==> src/rtl/mem_port_arbiter.sv <==
// ---------------------------------------------------------------------------
// mem_port_arbiter : round-robin share of one memory port between fetch and LSU
// Revision 1.0
// ---------------------------------------------------------------------------
`default_nettype none

module mem_port_arbiter #(
  parameter int MEM_LATENCY = 1,
  parameter int ADDR_W      = 10
) (
  input  logic              clk_i,
  input  logic              reset_i,
  input  logic              if_req_valid_i,
  output logic              if_req_ready_o,
  input  logic [31:0]       if_req_addr_i,
  output logic              if_rsp_valid_o,
  output logic [31:0]       if_rsp_data_o,
  input  logic              d_req_valid_i,
  output logic              d_req_ready_o,
  input  logic [31:0]       d_req_addr_i,
  input  logic              d_req_we_i,
  input  logic [31:0]       d_req_wdata_i,
  input  logic [3:0]        d_req_wstrb_i,
  output logic              d_rsp_valid_o,
  output logic [31:0]       d_rsp_data_o,
  output logic              mem_en_o,
  output logic              mem_we_o,
  output logic [ADDR_W-1:0] mem_addr_o,
  output logic [31:0]       mem_wdata_o,
  output logic [3:0]        mem_wstrb_o,
  input  logic [31:0]       mem_rdata_i,
  output logic              busy_o
);

  localparam int              CNT_W     = (MEM_LATENCY > 1) ? $clog2(MEM_LATENCY) : 1;
  localparam logic [CNT_W-1:0] CNT_INIT = CNT_W'(MEM_LATENCY - 1);
  localparam logic            OWN_FETCH = 1'b0;
  localparam logic            OWN_DATA  = 1'b1;

  typedef enum logic [1:0] {
    S_IDLE  = 2'd0,
    S_ISSUE = 2'd1,
    S_WAIT  = 2'd2,
    S_RESP  = 2'd3
  } state_e;

  state_e             state_q, state_d;
  logic               last_q, last_d;
  logic [CNT_W-1:0]   cnt_q, cnt_d;
  logic [ADDR_W-1:0]  addr_q, addr_d;
  logic               we_q, we_d;
  logic [31:0]        wdata_q, wdata_d;
  logic [3:0]         wstrb_q, wstrb_d;
  logic               owner_q, owner_d;

  logic               win_if;
  logic               win_d;
  logic [31:0]        rsp_data;

  // On a tie the requester that was not served last wins.
  assign win_if = !reset_i && if_req_valid_i && (!d_req_valid_i || (last_q == OWN_DATA));
  assign win_d  = !reset_i && d_req_valid_i  && (!if_req_valid_i || (last_q == OWN_FETCH));
  assign busy_o = (state_q != S_IDLE);

  logic unused_addr_bits;
  assign unused_addr_bits = ^{if_req_addr_i[31:ADDR_W+2], if_req_addr_i[1:0],
                              d_req_addr_i[31:ADDR_W+2], d_req_addr_i[1:0]};

  always_ff @(posedge clk_i or posedge reset_i) begin
    if (reset_i) begin
      state_q <= S_IDLE;
      last_q  <= OWN_DATA;
      cnt_q   <= '0;
      addr_q  <= '0;
      we_q    <= 1'b0;
      wdata_q <= '0;
      wstrb_q <= '0;
      owner_q <= OWN_FETCH;
    end else begin
      state_q <= state_d;
      last_q  <= last_d;
      cnt_q   <= cnt_d;
      addr_q  <= addr_d;
      we_q    <= we_d;
      wdata_q <= wdata_d;
      wstrb_q <= wstrb_d;
      owner_q <= owner_d;
    end
  end

  always_comb begin
    state_d        = state_q;
    last_d         = last_q;
    cnt_d          = cnt_q;
    addr_d         = addr_q;
    we_d           = we_q;
    wdata_d        = wdata_q;
    wstrb_d        = wstrb_q;
    owner_d        = owner_q;
    if_req_ready_o = 1'b0;
    d_req_ready_o  = 1'b0;
    if_rsp_valid_o = 1'b0;
    if_rsp_data_o  = '0;
    d_rsp_valid_o  = 1'b0;
    d_rsp_data_o   = '0;
    mem_en_o       = 1'b0;
    mem_we_o       = 1'b0;
    mem_addr_o     = '0;
    mem_wdata_o    = '0;
    mem_wstrb_o    = '0;
    rsp_data       = '0;

    case (state_q)
      S_IDLE: begin
        if_req_ready_o = win_if;
        d_req_ready_o  = win_d;
        if (win_if) begin
          addr_d  = if_req_addr_i[ADDR_W+1:2];
          we_d    = 1'b0;
          wdata_d = '0;
          wstrb_d = '0;
          owner_d = OWN_FETCH;
          last_d  = OWN_FETCH;
          state_d = S_ISSUE;
        end else if (win_d) begin
          addr_d  = d_req_addr_i[ADDR_W+1:2];
          we_d    = d_req_we_i;
          wdata_d = d_req_wdata_i;
          wstrb_d = d_req_wstrb_i;
          owner_d = OWN_DATA;
          last_d  = OWN_DATA;
          state_d = S_ISSUE;
        end
      end
      S_ISSUE: begin
        mem_en_o    = 1'b1;
        mem_we_o    = we_q;
        mem_addr_o  = addr_q;
        mem_wdata_o = wdata_q;
        mem_wstrb_o = wstrb_q;
        if (MEM_LATENCY == 1) begin
          state_d = S_RESP;
        end else begin
          cnt_d   = CNT_INIT;
          state_d = S_WAIT;
        end
      end
      S_WAIT: begin
        cnt_d = cnt_q - CNT_W'(1);
        if (cnt_q == CNT_W'(1)) begin
          state_d = S_RESP;
        end
      end
      S_RESP: begin
        // Stores are acknowledged with zero data; reads forward the memory word.
        rsp_data = we_q ? 32'h0 : mem_rdata_i;
        if (owner_q == OWN_DATA) begin
          d_rsp_valid_o = 1'b1;
          d_rsp_data_o  = rsp_data;
        end else begin
          if_rsp_valid_o = 1'b1;
          if_rsp_data_o  = rsp_data;
        end
        state_d = S_IDLE;
      end
      default: state_d = S_IDLE;
    endcase
  end

endmodule

`default_nettype wire
==> config.mk <==
export PLATFORM = sky130hd
export DESIGN_NAME = mem_port_arbiter
export DESIGN_NICKNAME = d
export VERILOG_FILES = /design/src/rtl/mem_port_arbiter.sv
export SDC_FILE = /design/constraint.sdc
export NUM_CORES = 1
export LEC_CHECK = 0
export ABC_AREA = 1
export CORE_AREA = 2 2 100 102
export DETAILED_ROUTE_END_ITERATION = 10
export DIE_AREA = 0 0 102 104
export GPL_ROUTABILITY_DRIVEN = 0
export HOLD_SLACK_MARGIN = 0.02
export PLACE_DENSITY = 0.81
export SETUP_SLACK_MARGIN = 0.05
export SLEW_MARGIN = 20
export SYNTH_ARGS = -nofsm -noshare
export SYNTH_HDL_FRONTEND = slang
export SYNTH_SLANG_ARGS = --single-unit
export TNS_END_PERCENT = 1
==> constraint.sdc <==
create_clock -name clk_i -period 6.93 [get_ports clk_i]
set_clock_uncertainty 0.15 [all_clocks]
set_input_delay 1.7325 -clock clk_i [delete_from_list [all_inputs] [get_ports clk_i]]
set_output_delay 1.7325 -clock clk_i [all_outputs]
set_load 0.01 [all_outputs]
==> flow_metrics.env <==
export IMPL_yosysUniqueCellTypes=18
export IMPL_die_area_um2=10600
export IMPL_io_buffers=209
export IMPL_cts_root_buffer="clkbuf_8"
export IMPL_synth_largest_area_cell="dfrtp_1"
export IMPL_totalWireLength_um=10500
export IMPL_critPathKind="in2out"
export IMPL_first_pass_iters=4
export IMPL_crit_family="buffers and inverters"
export IMPL_max_slew_margin_rel_pct=29.6
export IMPL_p_per_area_nw_per_um2=322
export IMPL_cp_end_kind="primary output"
export IMPL_cts_htree_levels=2
export IMPL_synth_ff_type="dfrtp_1"
export IMPL_hold_class="reg2reg"
export IMPL_start_util_pct=32.9
export IMPL_clkSlewWorstSetupHoldPaths_ps=100
export IMPL_grt_max_degree=53
export IMPL_insertion_delay_ps=300
export IMPL_numCtsBuffers=5
export IMPL_timing_setup_tns_ps=0
export IMPL_yosysWarnings=0
export IMPL_maxCapViolCount=0
export IMPL_global_route_usage_met1_pct=22.9
export IMPL_peakVddDrop_uv=153
export IMPL_cp_required_ps=5050
export IMPL_drtIter0Drc=128
export IMPL_slew_viol_final=0
export IMPL_grt_use_met3_pct=3.83
export IMPL_viasPerCell=4.49
export IMPL_mostFrequentLayoutCells="209 x clkdlybuf4s50_1, 194 x nand2_1, 75 x inv_1, 65 x nor2_1, 58 x nand3_1"
export IMPL_synth_area_um2=3140
export IMPL_period_needed_ps=5680
export IMPL_cp_slowest_cell="clkdlybuf4s50_1"
export IMPL_async_flop_share_pct=100
export IMPL_clock_sinks=52
export IMPL_worst_ep_arrival_time_ps=3800
export IMPL_crit_top_cell="clkdlybuf4s50_1"
export IMPL_grtUsageTotal_pct=19.6
export IMPL_yosysSeqAreaShare_pct=41.5
export IMPL_antenna_found_initial=3
export IMPL_rows=36
export IMPL_tightest_slew_ps=1050
export IMPL_layout_commonest_cell="clkdlybuf4s50_1"
export IMPL_crit_fanout=15
export IMPL_grt_pass1_vias=3513
export IMPL_drive_gt1_share_pct=3.08
export IMPL_die_x_um=102
export IMPL_clock_fmax_mhz=176
export IMPL_dp_slack_ps=1220
export IMPL_synth_avg_cell_area_um2=6.37
export IMPL_ys_top_cells_by_area="dfrtp_1 41%, nand2_1 23%, nand3_1 9.3%"
export IMPL_setup_viol=0
export IMPL_r2r_slack_ps=4550
export IMPL_worstSetupStartpointType="primary input"
export IMPL_io_pins=254
export IMPL_vias=3679
export IMPL_wire_per_inst_um=12.8
export IMPL_synth_edf_count=0
export IMPL_antenna_left=0
export IMPL_min_period_over_period_pct=82.0
export IMPL_leakagePower_nw=2.86
export IMPL_post_cts_setup_buffers=0
export IMPL_core_um2=9550
export IMPL_num_nets_final=823
export IMPL_drc=0
export IMPL_cts_resized=0
export IMPL_syn_inst=493
export IMPL_area_growth_pct=71.8
export IMPL_fin_ws_ps=1250
export IMPL_grt_pass1_wl_um=16800
export IMPL_cp_buffers_inverters=4
export IMPL_grt_overflow=0
export IMPL_synth_top_area_share_pct=40.7
export IMPL_clock_path_buffers=2
export IMPL_hold_viol_final=0
export IMPL_hpwl_um=7960
export IMPL_ys_ff_latch=52
export IMPL_cts_tree="done"
export IMPL_syn_num_nets=635
export IMPL_max_stage_delay_ps=500
export IMPL_grt_setup_unrepaired="no"
export IMPL_hold_buffers=0
export IMPL_fp_dieH_um=104
export IMPL_status="complete, no violations"
export IMPL_busiest_layer="met2"
export IMPL_met2_usage_pct=34.8
export IMPL_path_cells="clkdlybuf4s50_1 > inv_1 > nor2_2 > nand2_2 > nand2_1 > inv_2 > clkdlybuf4s50_1"
-- flip-flops by register name (all words and copies together), names as in the netlist --
register,cells
addr_q,10
cnt_q,1
last_q,1
owner_q,1
state_q,2
wdata_q,32
we_q,1
wstrb_q,4
-- Yosys cell counts, types with 2 or more instances --
| cell | count |
|---|---|
| o21ai_1 | 2 |
| inv_2 | 5 |
| nor2_1 | 65 |
| nand3_1 | 58 |
| ha_1 | 5 |
| buf_4 | 4 |
| dfrtp_1 | 51 |
| nand2_1 | 195 |
| buf_2 | 12 |
| clkbuf_1 | 14 |
| inv_1 | 75 |
-- cells by family (layout without fill, tap and decap cells) --
kind of cell	after synthesis	count (layout)	share of synthesized area [%]
xor gates and xnor gates	1	1	0.279
AOI/OAI and AO/OA	3	3	0.598
buffers and inverters	111	300	14.5
other	0	4	0
DFF	52	52	41.5
and+or+nand+nor	321	321	41.1
adders and majority gates	5	5	1.99
-- per-layer routing --
| metal | vias up | routed length [um] | part of all wire, % |
|---|---|---|---|
| met5 | - | 0 | 0 |
| li1 | 1821 | - | - |
| met4 | 0 | 269 | 2.6 |
| met1 | 1663 | 3930 | 38 |
| met2 | 175 | 5300 | 51 |
| met3 | 20 | 965 | 9.2 |
-- worst paths after layout --
check	from	end	depth (start not counted)
worst max-delay path	if_req_valid_i	d_req_ready_o	7
worst min-delay path	cnt_q	cnt_q	1
worst max register to register	state_q[0]	wdata_q[12]	8
worst min register to register	cnt_q	cnt_q	1
max in group asynchronous	reset_i	wdata_q[15]	3
min in group asynchronous	reset_i	cnt_q	3
-- final cells by class --
type	count	area [um2]
antenna	4	10.0
clock buffer	6	72.6
inverter	80	300
clock inverter	2	38.8
timing repair buffer	212	2110
tap	133	166
multi-input combinational	330	1390
sequential	52	1300
fill	900	4160
-- metrics by stage --
stage                     util (%)  area [um2]  cells  power [mW]  hold slack, ps
after CTS                     56.4        5380    815        1.75             333
after detailed placement      55.2        5270    807        1.54             315
after global placement        55.2        5270    807        1.50             304
after floorplan                  -        3140    493        1.05             292
after global routing          56.4        5390    818        1.89             346
final                         56.5        5390    819        1.74             330
-- power breakdown --
part	switching, mW	total [mW]	internal [mW]
clock network	0.102	0.211	0.109
logic	0.527	1.01	0.478
registers	0.0801	0.522	0.442
total	0.709	1.74	1.03
No activity file was read; power rests on OpenSTA's default activity.
